--- config.mk ---
export PLATFORM = sky130hd
export DESIGN_NAME = modulo_entrada_flat
export DESIGN_NICKNAME = d
export VERILOG_FILES = /design/src/rtl/modulo_entrada_if.sv /design/src/rtl/modulo_entrada.sv /design/src/flat_wrapper.sv
export SDC_FILE = /design/constraint.sdc
export NUM_CORES = 1
export LEC_CHECK = 0
export BUFFER_PORTS_ARGS = -buffer_cell sky130_fd_sc_hd__buf_2
export CAP_MARGIN = 10
export CORE_MARGIN = 4
export CORE_UTILIZATION = 35
export CTS_CLUSTER_SIZE = 16
export DETAILED_ROUTE_END_ITERATION = 16
export PLACE_DENSITY = 0.55
export SYNTH_ARGS = -nofsm -noshare
export SYNTH_HDL_FRONTEND = slang
export SYNTH_SLANG_ARGS = --single-unit
--- constraint.sdc ---
create_clock -name clock -period 5.1 [get_ports clock]
set_input_delay 1.02 -clock clock [delete_from_list [all_inputs] [get_ports clock]]
set_output_delay 1.02 -clock clock [all_outputs]
set_load 0.02 [all_outputs]
--- src/rtl/modulo_entrada_if.sv ---
// Bundle of the input-instruction signals shared by the control unit side
// and the input module.
//   estagioEntradaUC     : request level from the control unit
//   botaoConfirma        : raw confirm pushbutton (active-low, async)
//   switches             : raw board switch value
//   dadoEntrada          : captured switch value, zero-extended to 32 bits
//   estagioEntradaSwitch : captured data valid for the current request
//   estagioEntradaBanco  : single-cycle register-bank write strobe
//   esperandoEntrada     : "waiting for input" indicator
interface modulo_entrada_if;
    logic        estagioEntradaUC;
    logic        botaoConfirma;
    logic [15:0] switches;
    logic [31:0] dadoEntrada;
    logic        estagioEntradaSwitch;
    logic        estagioEntradaBanco;
    logic        esperandoEntrada;

    modport master (
        output estagioEntradaUC,
        output botaoConfirma,
        output switches,
        input  dadoEntrada,
        input  estagioEntradaSwitch,
        input  estagioEntradaBanco,
        input  esperandoEntrada
    );

    modport slave (
        input  estagioEntradaUC,
        input  botaoConfirma,
        input  switches,
        output dadoEntrada,
        output estagioEntradaSwitch,
        output estagioEntradaBanco,
        output esperandoEntrada
    );
endinterface

--- src/rtl/modulo_entrada.sv ---
// Debounced user-input capture for the input instruction. While the control
// unit requests input, waits for a debounced press of the confirm button,
// captures the switches, emits one register-bank write strobe, then waits
// for a debounced release before accepting another request.
//   clock : system clock, rising edge
//   reset : asynchronous, active-low
//   bus   : modulo_entrada_if slave (request, button, switches, outputs)
//
// state   | meaning
// OCIOSO  | idle, no request
// ESPERA  | request active, waiting for a press
// FILTRO  | press seen, counting stable pressed cycles
// CAPTURA | switches latched, data valid
// ESCRITA | register-bank write strobe
// SOLTA   | counting stable released cycles before re-arming
module modulo_entrada #(
    parameter logic [15:0] DEBOUNCE_CICLOS = 16'd50000
) (
    input  logic             clock,
    input  logic             reset,
    modulo_entrada_if.slave  bus
);

    typedef enum logic [2:0] {
        OCIOSO  = 3'd0,
        ESPERA  = 3'd1,
        FILTRO  = 3'd2,
        CAPTURA = 3'd3,
        ESCRITA = 3'd4,
        SOLTA   = 3'd5
    } estado_t;

    localparam logic [15:0] LIMITE = DEBOUNCE_CICLOS - 16'd1;

    estado_t     estado, prox;
    logic [15:0] cnt, cnt_prox;
    logic        btn_s1, btn_s2;
    logic [15:0] sw_s1, sw_s2;
    logic        pressed;
    logic [31:0] dado_q;
    logic        switch_q, banco_q, esp_q;

    // Button resets to "released" (1) so a reset never looks like a press.
    always_ff @(posedge clock or negedge reset) begin
        if (!reset) begin
            btn_s1 <= 1'b1;
            btn_s2 <= 1'b1;
            sw_s1  <= '0;
            sw_s2  <= '0;
        end else begin
            btn_s1 <= bus.botaoConfirma;
            btn_s2 <= btn_s1;
            sw_s1  <= bus.switches;
            sw_s2  <= sw_s1;
        end
    end

    assign pressed = ~btn_s2;

    // Outputs are decoded from the next state so they are plain flops that
    // line up with the state they describe.
    always_ff @(posedge clock or negedge reset) begin
        if (!reset) begin
            estado   <= OCIOSO;
            cnt      <= '0;
            dado_q   <= '0;
            switch_q <= 1'b0;
            banco_q  <= 1'b0;
            esp_q    <= 1'b0;
        end else begin
            estado   <= prox;
            cnt      <= cnt_prox;
            if (prox == CAPTURA) begin
                dado_q <= {16'h0000, sw_s2};
            end
            switch_q <= (prox == CAPTURA) || (prox == ESCRITA);
            banco_q  <= (prox == ESCRITA);
            esp_q    <= (prox == ESPERA) || (prox == FILTRO);
        end
    end

    always_comb begin
        prox     = estado;
        cnt_prox = cnt;
        case (estado)
            OCIOSO: begin
                cnt_prox = '0;
                if (bus.estagioEntradaUC) prox = ESPERA;
            end
            ESPERA: begin
                if (!bus.estagioEntradaUC) begin
                    prox = OCIOSO;
                end else if (pressed) begin
                    prox     = FILTRO;
                    cnt_prox = '0;
                end
            end
            FILTRO: begin
                if (!bus.estagioEntradaUC) begin
                    prox = OCIOSO;
                end else if (!pressed) begin
                    prox = ESPERA;
                end else if (cnt == LIMITE) begin
                    prox = CAPTURA;
                end else begin
                    cnt_prox = cnt + 16'd1;
                end
            end
            // Once captured, the write must go out even if the request drops.
            CAPTURA: prox = ESCRITA;
            ESCRITA: begin
                prox     = SOLTA;
                cnt_prox = '0;
            end
            SOLTA: begin
                if (pressed) begin
                    cnt_prox = '0;
                end else if (cnt == LIMITE) begin
                    prox = OCIOSO;
                end else begin
                    cnt_prox = cnt + 16'd1;
                end
            end
            default: begin
                prox     = OCIOSO;
                cnt_prox = '0;
            end
        endcase
    end

    assign bus.dadoEntrada          = dado_q;
    assign bus.estagioEntradaSwitch = switch_q;
    assign bus.estagioEntradaBanco  = banco_q;
    assign bus.esperandoEntrada     = esp_q;

endmodule
--- src/flat_wrapper.sv ---
// flat-port wrapper written by rule: the top's interface ports become plain ports
module modulo_entrada_flat 
#(
    parameter logic [15:0] DEBOUNCE_CICLOS = 16'd50000
)
  (clock, reset, bus_estagioEntradaUC, bus_botaoConfirma, bus_switches, bus_dadoEntrada, bus_estagioEntradaSwitch, bus_estagioEntradaBanco, bus_esperandoEntrada);
  modulo_entrada_if bus_i ();
  input  logic clock;
  input  logic reset;
  input wire logic [$bits(bus_i.estagioEntradaUC)-1:0] bus_estagioEntradaUC;
  input wire logic [$bits(bus_i.botaoConfirma)-1:0] bus_botaoConfirma;
  input wire logic [$bits(bus_i.switches)-1:0] bus_switches;
  output wire logic [$bits(bus_i.dadoEntrada)-1:0] bus_dadoEntrada;
  output wire logic [$bits(bus_i.estagioEntradaSwitch)-1:0] bus_estagioEntradaSwitch;
  output wire logic [$bits(bus_i.estagioEntradaBanco)-1:0] bus_estagioEntradaBanco;
  output wire logic [$bits(bus_i.esperandoEntrada)-1:0] bus_esperandoEntrada;
  assign bus_i.estagioEntradaUC = bus_estagioEntradaUC;
  assign bus_i.botaoConfirma = bus_botaoConfirma;
  assign bus_i.switches = bus_switches;
  assign bus_dadoEntrada = bus_i.dadoEntrada;
  assign bus_estagioEntradaSwitch = bus_i.estagioEntradaSwitch;
  assign bus_estagioEntradaBanco = bus_i.estagioEntradaBanco;
  assign bus_esperandoEntrada = bus_i.esperandoEntrada;
  modulo_entrada #(.DEBOUNCE_CICLOS(DEBOUNCE_CICLOS)) u_core (.clock(clock), .reset(reset), .bus(bus_i));
endmodule
==> flow_summary.ini, run 1 <==
[outcome]
status = finished, final reports clean

[grt]
grt_usage_pct = 10.3
number_of_global_route_vias_before_repair = 1613
grt_max_degree = 42
antenna_found_initial = 0
grt_pass1_wl_mm = 7.83
globalRoute.totalOverflow = 0

[sta]
timing.fmax_mhz = 363
timing_worst_slew_pin_value_ns = 0.974
setup-violations-final = 0
clock-skew-final_ns = 0.0129
unrepaired_setup_endpoints_after_global_routing = no
final.period_utilization_pct = 54.0
maxSlewHeadroom_pct = 35.0
period_minus_slack_ns = 2.75
totalNegativeSetupSlack_ns = 0
report.final.hold_viol_count = 0
slew_viol_final = 0

[placed_design]
place.gp.congestion = 0.798
io_buffer_count = 38
detailed_place_hpwl_mm = 2.99

[power_and_ir_drop]
total_power_mw = 1.29
worst_ir_drop_vdd_v = 0.000133
total_leakage_power_nw = 1.51
power_per_cell_area_nw_per_um2 = 398

[drt]
initialDrtViolationCount = 52
postRouteWirelength_mm = 4.55
drt-vias-per-instance = 4.47
dr.pass1.iters = 4
num_vias = 1608
drcViolationCount = 0
routedWlPerCell_um = 12.7
route.antenna.remaining_nets = 0

[synth]
postSynthCellCount = 211
sequential_to_total_area_share_from_yosys_stat_pct = 64.4
count_of_yosys_warnings_during_synthesis = 0
synth.distinct_cells = 38
synthesis.area_per_instance_um2 = 13.3
async_flop_share_pct = 100
yosys_most_used_dff = dfrtp_1
seq_cells_post_synth = 72
area_of_the_mapped_netlist_um2 = 2800
number_of_enable_type_register_cells_in_the_synthesized_netlist = 0

[cts]
tritoncts.num_buffers = 9
cts.sink_count = 72
ctsLongestPathBuffers = 2
htree_num_levels = 3
clock_tree_from_tritoncts = yes
cts_setup_buffers = 0
cts.hold.buffers_added = 0
source_to_sink_clock_delay_at_the_later_pin_of_the_worst_skew_pair_ns = 0.34
cts_resized = 0
clk_pin_slew_worst_paths_ns = 0.08
cts_root_buffer = clkbuf_8

[worst_setup_path]
crit_path_start_kind = flop
crit_fanout = 17
critical_path.slowest_cell = and4b_1
setup.worst_path.end_class = flop
timing.critical_path.cells = ha_1 -> nand4_1 -> or4_4 -> nor2_2 -> and4b_1 -> mux2_2
setup.reg_to_reg.worst_slack_ns = 2.35
critPathArrivalTime_ns = 2.97
cp_num_buf_inv = 0
timing.critical_path.required_ns = 5.32
critPathTopFamily = simple AND/OR/NAND/NOR gates
crit_path_max_incr_delay_ns = 0.85
worstSetupPathType = flop to flop

[floorplan]
floorplan.die_area_um2 = 9500
start_util_pct = 36.1
ios = 55
core_area_um2 = 7770
fp-row-count = 32
chipWidth_um = 97.5
floorplan.die.height_um = 97.5

[layout]
fraction_of_layout_cells_with_a_size_suffix_above_1_pct = 27.5
nets = 274
areaGrowthSynthToFinish_pct = 15.3
antenna-diode-count = 0

[flow_run]
total_of_max_cap_violations = 0

[worst_hold_path]
hold_path.class = flop to flop
## sequential cells by signal (all words and copies together) (netlist names)
name	count
u_core.cnt	16
u_core.estado	3
u_core.bus.dadoEntrada	16
u_core.bus.esperandoEntrada	1
u_core.bus.estagioEntradaSwitch	1
u_core.bus.estagioEntradaBanco	1
u_core.sw_s2	16
u_core.btn_s2	1
u_core.sw_s1	16
u_core.btn_s1	1
## final timing paths
path / from / endpoint / cells past startpoint
max: u_core.cnt[0] / u_core.bus.dadoEntrada[3] / 6
max reg2reg: u_core.cnt[0] / u_core.bus.dadoEntrada[3] / 6
min: u_core.sw_s1[14] / u_core.sw_s2[14] / 0
max in group asynchronous: reset / u_core.sw_s2[13] / 2
min reg2reg: u_core.sw_s1[14] / u_core.sw_s2[14] / 0
min in group asynchronous: reset / u_core.bus.dadoEntrada[0] / 1
## layout make-up
type	instances	area [um^2]
Clock inverter	5	81.3
Inverter	7	26.3
Tap cell	102	128
Sequential cell	72	1800
Clock buffer	11	131
Multi-Input combinational cell	123	855
Timing Repair Buffer	40	205
Fill cell	750	4540
## power breakdown
group / switching (mW) / leakage, nW / internal (mW) / total (mW)
Clock: 0.208 / 0.104 / 0.276 / 0.484
Sequential: 0.0310 / 0.918 / 0.606 / 0.637
Combinational: 0.113 / 0.490 / 0.0537 / 0.166
## synthesized netlist by cell type (all sizes together), types with 2 or more instances
| master | instances | area (um^2) |
|---|---|---|
| dfstp | 2 | 52.6 |
| a21oi | 3 | 15.0 |
| o21ai | 3 | 15.0 |
| and4 | 2 | 17.5 |
| clkbuf | 6 | 22.5 |
| xnor2 | 15 | 131 |
| buf | 18 | 151 |
| nand4bb | 2 | 22.5 |
| nand3 | 5 | 25.0 |
| dfrtp | 70 | 1750 |
| a2111oi | 4 | 35.0 |
| nor2 | 23 | 88.8 |
| nand2 | 7 | 26.3 |
| inv | 7 | 26.3 |
| nor4 | 2 | 12.5 |
| mux2 | 16 | 214 |
| a211oi | 10 | 75.1 |
## cell usage in the layout, fill, tap and decap left out, drive strengths merged, types with 5 or more instances in the layout
master  Yosys  final
a211oi     10     10
dfrtp      70     70
conb        1     16
mux2       16     16
nand2       7      7
nand3       5      5
inv         7      7
nor2       23     23
buf        18     40
xnor2      15     15
clkbuf      6     11
## metal layers
metal	track usage [%]	up-vias	part of all wire (%)
met5	0	-	0
met4	4.15	0	1.7
met3	4.02	8	6.1
met2	14.1	47	41
met1	14.7	785	51
li1	-	768	-
## cell families after synthesis
logic type,after synthesis,synth area share [%]
compound gates,24,6.07
xor+xnor,15,4.69
fa+ha+maj,1,0.446
buf+inv,31,7.14
flops,72,64.4
mux,17,7.99
other cells,1,0.134
simple gates,50,9.15
## through the flow
stage	std cells	area, um^2	utilization, %	worst slack [ns]	hold WS [ns]
after global placement	344	3020	38.9	2.35	0.332
after global routing	360	3230	41.6	2.20	0.351
after CTS	360	3230	41.6	2.30	0.339
final	360	3230	41.6	2.35	0.336
after floorplan	226	2860	-	2.87	0.331
after detailed placement	344	3020	38.9	2.29	0.335
Power figures use the tool's default switching activity.
==> run 2, diff against run 1 <==
- ABC_AREA: not set -> 1
- PLACE_DENSITY: 0.55 -> 0.56
- clock period: 5.1 -> 2.4 ns (I/O delays scaled with it)
==> run 2 against run 1 <==
  * Critical path depth increased by 5
  * Count of clock-buffer cells in the layout decreased by 2
  * Flip-flop and latch count unchanged
  * First-iteration DRC count increased by 35%
  * Die area increased by 9.0%
  * Non-clock buffer count unchanged
  * Final area increased by 9.3%
  * Worst hold slack got worse by 0.27 ns
  * Combinational power increased to 6.4 times the previous value
  * Critical path type unchanged
==> flow_summary.ini, run 2 <==
[floorplan]
core_area_um2 = 8380
ios = 55
floorplan.die.height_um = 102
floorplan.die_area_um2 = 10400
fp-row-count = 33
start_util_pct = 36.7
chipWidth_um = 102

[placed_design]
placedInstanceArea_um2 = 3330
io_buffer_count = 38
detailed_place_hpwl_mm = 4.47
placement.setup.worst_slack_ns = 0.389
place.gp.congestion = 0.910

[synth]
biggest_area_consumer_among_synthesized_cells = dfrtp_1
synth.distinct_cells = 29
area_of_the_mapped_netlist_um2 = 3080
synth_compound_gate_area_share_pct = 4.35
seq_cells_post_synth = 72
synth_simple_gate_area_share_pct = 27.8
number_of_enable_type_register_cells_in_the_synthesized_netlist = 0
postSynthCellCount = 339
yosys-top-cells-area = dfrtp_1 (57%), nand2_1 (12%), nand3_1 (5.9%)
post_synth_xor_area_fraction_pct = 0.285
sequential_to_total_area_share_from_yosys_stat_pct = 58.6
synth_top_family_by_area = simple AND/OR/NAND/NOR gates
yosysTopAreaCellShare_pct = 56.9
count_of_yosys_warnings_during_synthesis = 0
yosys_most_used_dff = dfrtp_1
async_flop_share_pct = 100
synthesis.area_per_instance_um2 = 9.08
adder_cell_share_of_the_synthesized_area_pct = 0.407
synth.most_common_cell = nand2_1
top_cells_by_count_synth = nand2_1 (100), dfrtp_1 (70), nand3_1 (36)
post_synth_mux_area_share_pct = 0

[sta]
maxSlewHeadroom_pct = 49.6
report.final.hold_viol_count = 0
crit_path_setup_slack_layout_ns = 0.404
timing.fmax_mhz = 501
unrepaired_setup_endpoints_after_global_routing = no
slew_viol_final = 0
timing_worst_slew_pin_value_ns = 0.751
whs_ns = 0.0690
period_minus_slack_ns = 2.00
totalNegativeSetupSlack_ns = 0
setup-violations-final = 0
final.period_utilization_pct = 83.2
clock-skew-final_ns = 0.00718

[cts]
clock_tree_from_tritoncts = yes
clk_pin_slew_worst_paths_ns = 0.08
tritoncts.num_buffers = 9
ctsLongestPathBuffers = 2
cts_resized = 0
cts.sink_count = 72
cts_root_buffer = clkbuf_8
htree_num_levels = 3
source_to_sink_clock_delay_at_the_later_pin_of_the_worst_skew_pair_ns = 0.34
cts.hold.buffers_added = 0
cts_setup_buffers = 0

[drt]
initialDrtViolationCount = 70
postRouteWirelength_mm = 6.23
num_vias = 2318
drt-vias-per-instance = 4.69
drcViolationCount = 0
dr.pass1.iters = 6
routedWlPerCell_um = 12.6
route.antenna.remaining_nets = 0

[layout]
final_cell_mix = nand2_1 (100), dfrtp_1 (70), buf_2 (38)
antenna-diode-count = 0
fraction_of_layout_cells_with_a_size_suffix_above_1_pct = 18.3
finish.instance_area_um2 = 3530
areaGrowthSynthToFinish_pct = 14.7
most_common_library_cell_in_the_layout_ignoring_fill_and_taps = nand2_1
nets = 405

[grt]
grt_util_met1_pct = 17.4
globalRoute.busiestLayer = met2
gr-usage-met2_pct = 21.3
groute.layer.met3.usage_pct = 4.13
globalRoute.totalOverflow = 0
antenna_found_initial = 0
grt_usage_pct = 13.4
grt_max_degree = 57
number_of_global_route_vias_before_repair = 2271
grt_pass1_wl_mm = 10.8

[power_and_ir_drop]
power_per_cell_area_nw_per_um2 = 1020
worst_ir_drop_vdd_v = 0.000516
total_leakage_power_nw = 1.81

[worst_setup_path]
crit_path_start_kind = flop
setup.worst_path.end_class = flop
worstSetupPathType = flop to flop
crit_path_max_incr_delay_ns = 0.43
crit_fanout = 19
critPathArrivalTime_ns = 2.28
critical_path.slowest_cell = dfrtp_1
timing.critical_path.required_ns = 2.69
timing.critical_path.cells = ha_1 -> nand2_1 -> inv_1 -> nand2_1 -> nor2_1 -> nand3_1 -> nand2_2 -> nand3_4 -> nand2_4 -> nand2_1 -> nand2_1
critical-path-top-cell-by-count = nand2_1

[outcome]
status = finished, final reports clean

[worst_hold_path]
hold_path.class = input pin to async pin

[flow_run]
total_of_max_cap_violations = 0
## run 2: changes by cell type in the layout (fill, tap and decap cells not counted), moves of 7 or more
cell / delta
nand4_1: +12
nand3_1: +31
nand2_1: +93
o21ai_0: +8
mux2_4: -9
nor2_1: +7
xnor2_1: -15
a211oi_1: -10
inv_1: +17
## run 2: kinds of logic after synthesis
family / Yosys count
AO/OA/AOI/OAI: 24
XOR/XNOR: 1
adder cells (fa/ha/maj): 1
buffers and inverters: 48
flip-flops: 72
other: 1
AND/OR/NAND/NOR: 192
## run 2: worst paths after layout
kind | to | startpoint | cells past startpoint | slack (ns)
max in group asynchronous | u_core.btn_s2 | reset | 2 | 1.66
hold / removal | u_core.cnt[6] | reset | 1 | 0.07
setup / recovery | u_core.bus.dadoEntrada[3] | u_core.cnt[0] | 11 | 0.40
hold reg to reg | u_core.sw_s2[8] | u_core.sw_s1[8] | 0 | 0.35
min in group clock | u_core.sw_s1[2] | bus_switches[2] | 1 | 0.24
setup reg to reg | u_core.bus.dadoEntrada[3] | u_core.cnt[0] | 11 | 0.40
## run 2: routing by layer
metal  share of wire (%)  up-vias
met2                  47       55
li1                    -     1154
met1                  47     1103
met5                   0        -
met3                 4.9        6
met4                 1.1        0
## run 2: final cells by class
cell class | count | area (um^2)
Clock buffer | 9 | 124
Clock inverter | 7 | 80.1
Fill cell | 854 | 4850
Inverter | 27 | 101
Multi-Input combinational cell | 234 | 1070
Sequential cell | 72 | 1800
Tap cell | 105 | 131
Timing Repair Buffer | 40 | 218
## run 2: worst max-delay path: cells and delay by family, from the launching register on
kind,cells,cell delay [ns]
buf+inv,1,0.09
flops,1,0.43
simple gates,9,1.12
fa+ha+maj,1,0.30
## run 2: stage by stage
step / std cells / total power, mW / utilization [%]
detailed placement: 478 / 2.66 / 39.7
global placement: 478 / 2.65 / 39.7
global route: 494 / 3.85 / 42.1
floorplan: 354 / 2.31 / -
CTS: 494 / 3.66 / 42.1
finish: 494 / 3.60 / 42.1
## run 2: power breakdown
| part | internal [mW] | switching (mW) | leakage [nW] |
|---|---|---|---|
| sequential | 1.43 | 0.130 | 0.896 |
| combinational | 0.301 | 0.760 | 0.817 |
| clock | 0.493 | 0.487 | 0.102 |
| total | 2.22 | 1.38 | 1.81 |
==> run 3, diff against run 2 <==
- clock period: 2.4 -> 1.8 ns (I/O delays scaled with it)
==> run 3 against run 2 <==
  * Die area unchanged
  * Critical endpoint is now u_core.bus.dadoEntrada[12]
  * Wire length increased by 7.9%
  * First-iteration DRC count increased by 120%
==> flow_summary.ini, run 3 (synthesized netlist as in run 2, its figures left out) <==
[layout]
seqCellArea_um2 = 1800
fraction_of_layout_cells_with_a_size_suffix_above_1_pct = 23.5
final_core_utilization_pct = 44.2
finish.instance_area_um2 = 3710
final.fill_count = 820
areaGrowthSynthToFinish_pct = 20.5
most_common_library_cell_in_the_layout_ignoring_fill_and_taps = nand2_1
multi_input_area_um2 = 1100
final_cell_mix = nand2_1 (99), dfrtp_1 (70), buf_2 (38)
stdcell_count = 514
nets = 425
antenna-diode-count = 0

[placed_design]
io_buffer_count = 38
detailed_place_hpwl_mm = 4.70
placedCellCount = 490
place.gp.congestion = 0.923
placement.setup.worst_slack_ns = 0.0446
placedInstanceArea_um2 = 3400

[floorplan]
floorplan.die.height_um = 102
fp-row-count = 33
core_area_um2 = 8380
start_util_pct = 36.7
floorplan.die_area_um2 = 10400
chipWidth_um = 102
ios = 55

[sta]
final.period_utilization_pct = 95.6
slew_viol_final = 0
crit_path_setup_slack_layout_ns = 0.0799
totalNegativeSetupSlack_ns = 0
timing.fmax_mhz = 581
whs_ns = 0.0447
clock-skew-final_ns = 0.0154
period_minus_slack_ns = 1.72
unrepaired_setup_endpoints_after_global_routing = yes
setup-violations-final = 0
report.final.hold_viol_count = 0

[worst_setup_path]
crit_fanout = 6
cp-startpoint = u_core.cnt[1]
regToRegStartpoint = u_core.cnt[1]
worstSetupPathType = flop to flop
critPathArrivalTime_ns = 1.96
setup.worst_path.end_class = flop
crit_path_start_kind = flop
timing.critical_path.required_ns = 2.04

[power_and_ir_drop]
total_leakage_power_nw = 1.90
total_power_mw = 5.05
power_per_cell_area_nw_per_um2 = 1360
worst_ir_drop_vdd_v = 0.000875

[drt]
postRouteWirelength_mm = 6.72
dr.pass1.iters = 4
initialDrtViolationCount = 151
drt-vias-per-instance = 4.76
routedWlPerCell_um = 13.1
route.antenna.remaining_nets = 0
num_vias = 2447
drcViolationCount = 0

[flow_run]
total_of_max_cap_violations = 0

[cts]
clk_pin_slew_worst_paths_ns = 0.09
cts.hold.buffers_added = 0
cts_root_buffer = clkbuf_8
clock_tree_from_tritoncts = yes
cts.sink_count = 72
source_to_sink_clock_delay_at_the_later_pin_of_the_worst_skew_pair_ns = 0.35
htree_num_levels = 3
ctsLongestPathBuffers = 2
tritoncts.num_buffers = 9

[grt]
number_of_global_route_vias_before_repair = 2356
grt_max_degree = 39
grt_pass1_wl_mm = 11.2
globalRoute.totalOverflow = 0
grt_usage_pct = 13.9
antenna_found_initial = 0

[worst_hold_path]
hold_path.class = input pin to async pin

[outcome]
status = finished, final reports clean
==> run 3: cell count changes in the layout (fill, tap and decap cells not counted), sizes merged <==
cell | before | now
buf | 40 | 59
clkinv | 3 | 2
clkinvlp | 1 | 2
clkbuf | 9 | 11
bufinv | 1 | 0
==> run 3: worst paths after layout <==
path	cells after the start	to	slack (ns)
setup / recovery	11	u_core.bus.dadoEntrada[12]	0.08
hold / removal	2	u_core.sw_s1[2]	0.04
setup reg to reg	11	u_core.bus.dadoEntrada[12]	0.08
hold reg to reg	0	u_core.sw_s2[10]	0.35
max in group asynchronous	2	u_core.btn_s2	1.35
min in group clock	1	u_core.sw_s1[5]	0.10
==> run 3: cell type report <==
class,instances,share of cell area (%)
tap,105,3.54
inverter,27,2.73
clock inverter,6,1.42
sequential,72,48.7
multi-input combinational,234,29.7
clock buffer,10,3.71
timing repair buffer,60,10.3
==> run 3: power breakdown <==
| part | internal (mW) | switching, mW | leakage (nW) | total (mW) |
|---|---|---|---|---|
| combinational | 0.632 | 1.13 | 0.916 | 1.76 |
| sequential | 1.90 | 0.170 | 0.896 | 2.07 |
| clock | 0.556 | 0.653 | 0.0910 | 1.21 |
==> run 3: timing repair <==
item                       CTS  global route
resized for setup            0             9
setup buffers                0             7
setup endpoints to repair    0            25
==> run 3: routing by layer <==
metal	GRT usage [%]	up-vias	wire length [um]
met4	4.70	0	106
li1	-	1202	-
met2	21.1	75	3070
met1	18.7	1159	3150
met5	0	-	0
met3	4.61	11	386
==> run 3: critical path, cell delays in order, from the launching register on <==
cell	delay, ns
dfrtp_1	0.38
ha_2	0.21
nand2_1	0.09
inv_1	0.09
nand2_1	0.06
nor2_2	0.10
nand3_2	0.11
nand2_2	0.10
nand3_4	0.15
clkbuf_16	0.21
nand3_1	0.06
nand2_1	0.05
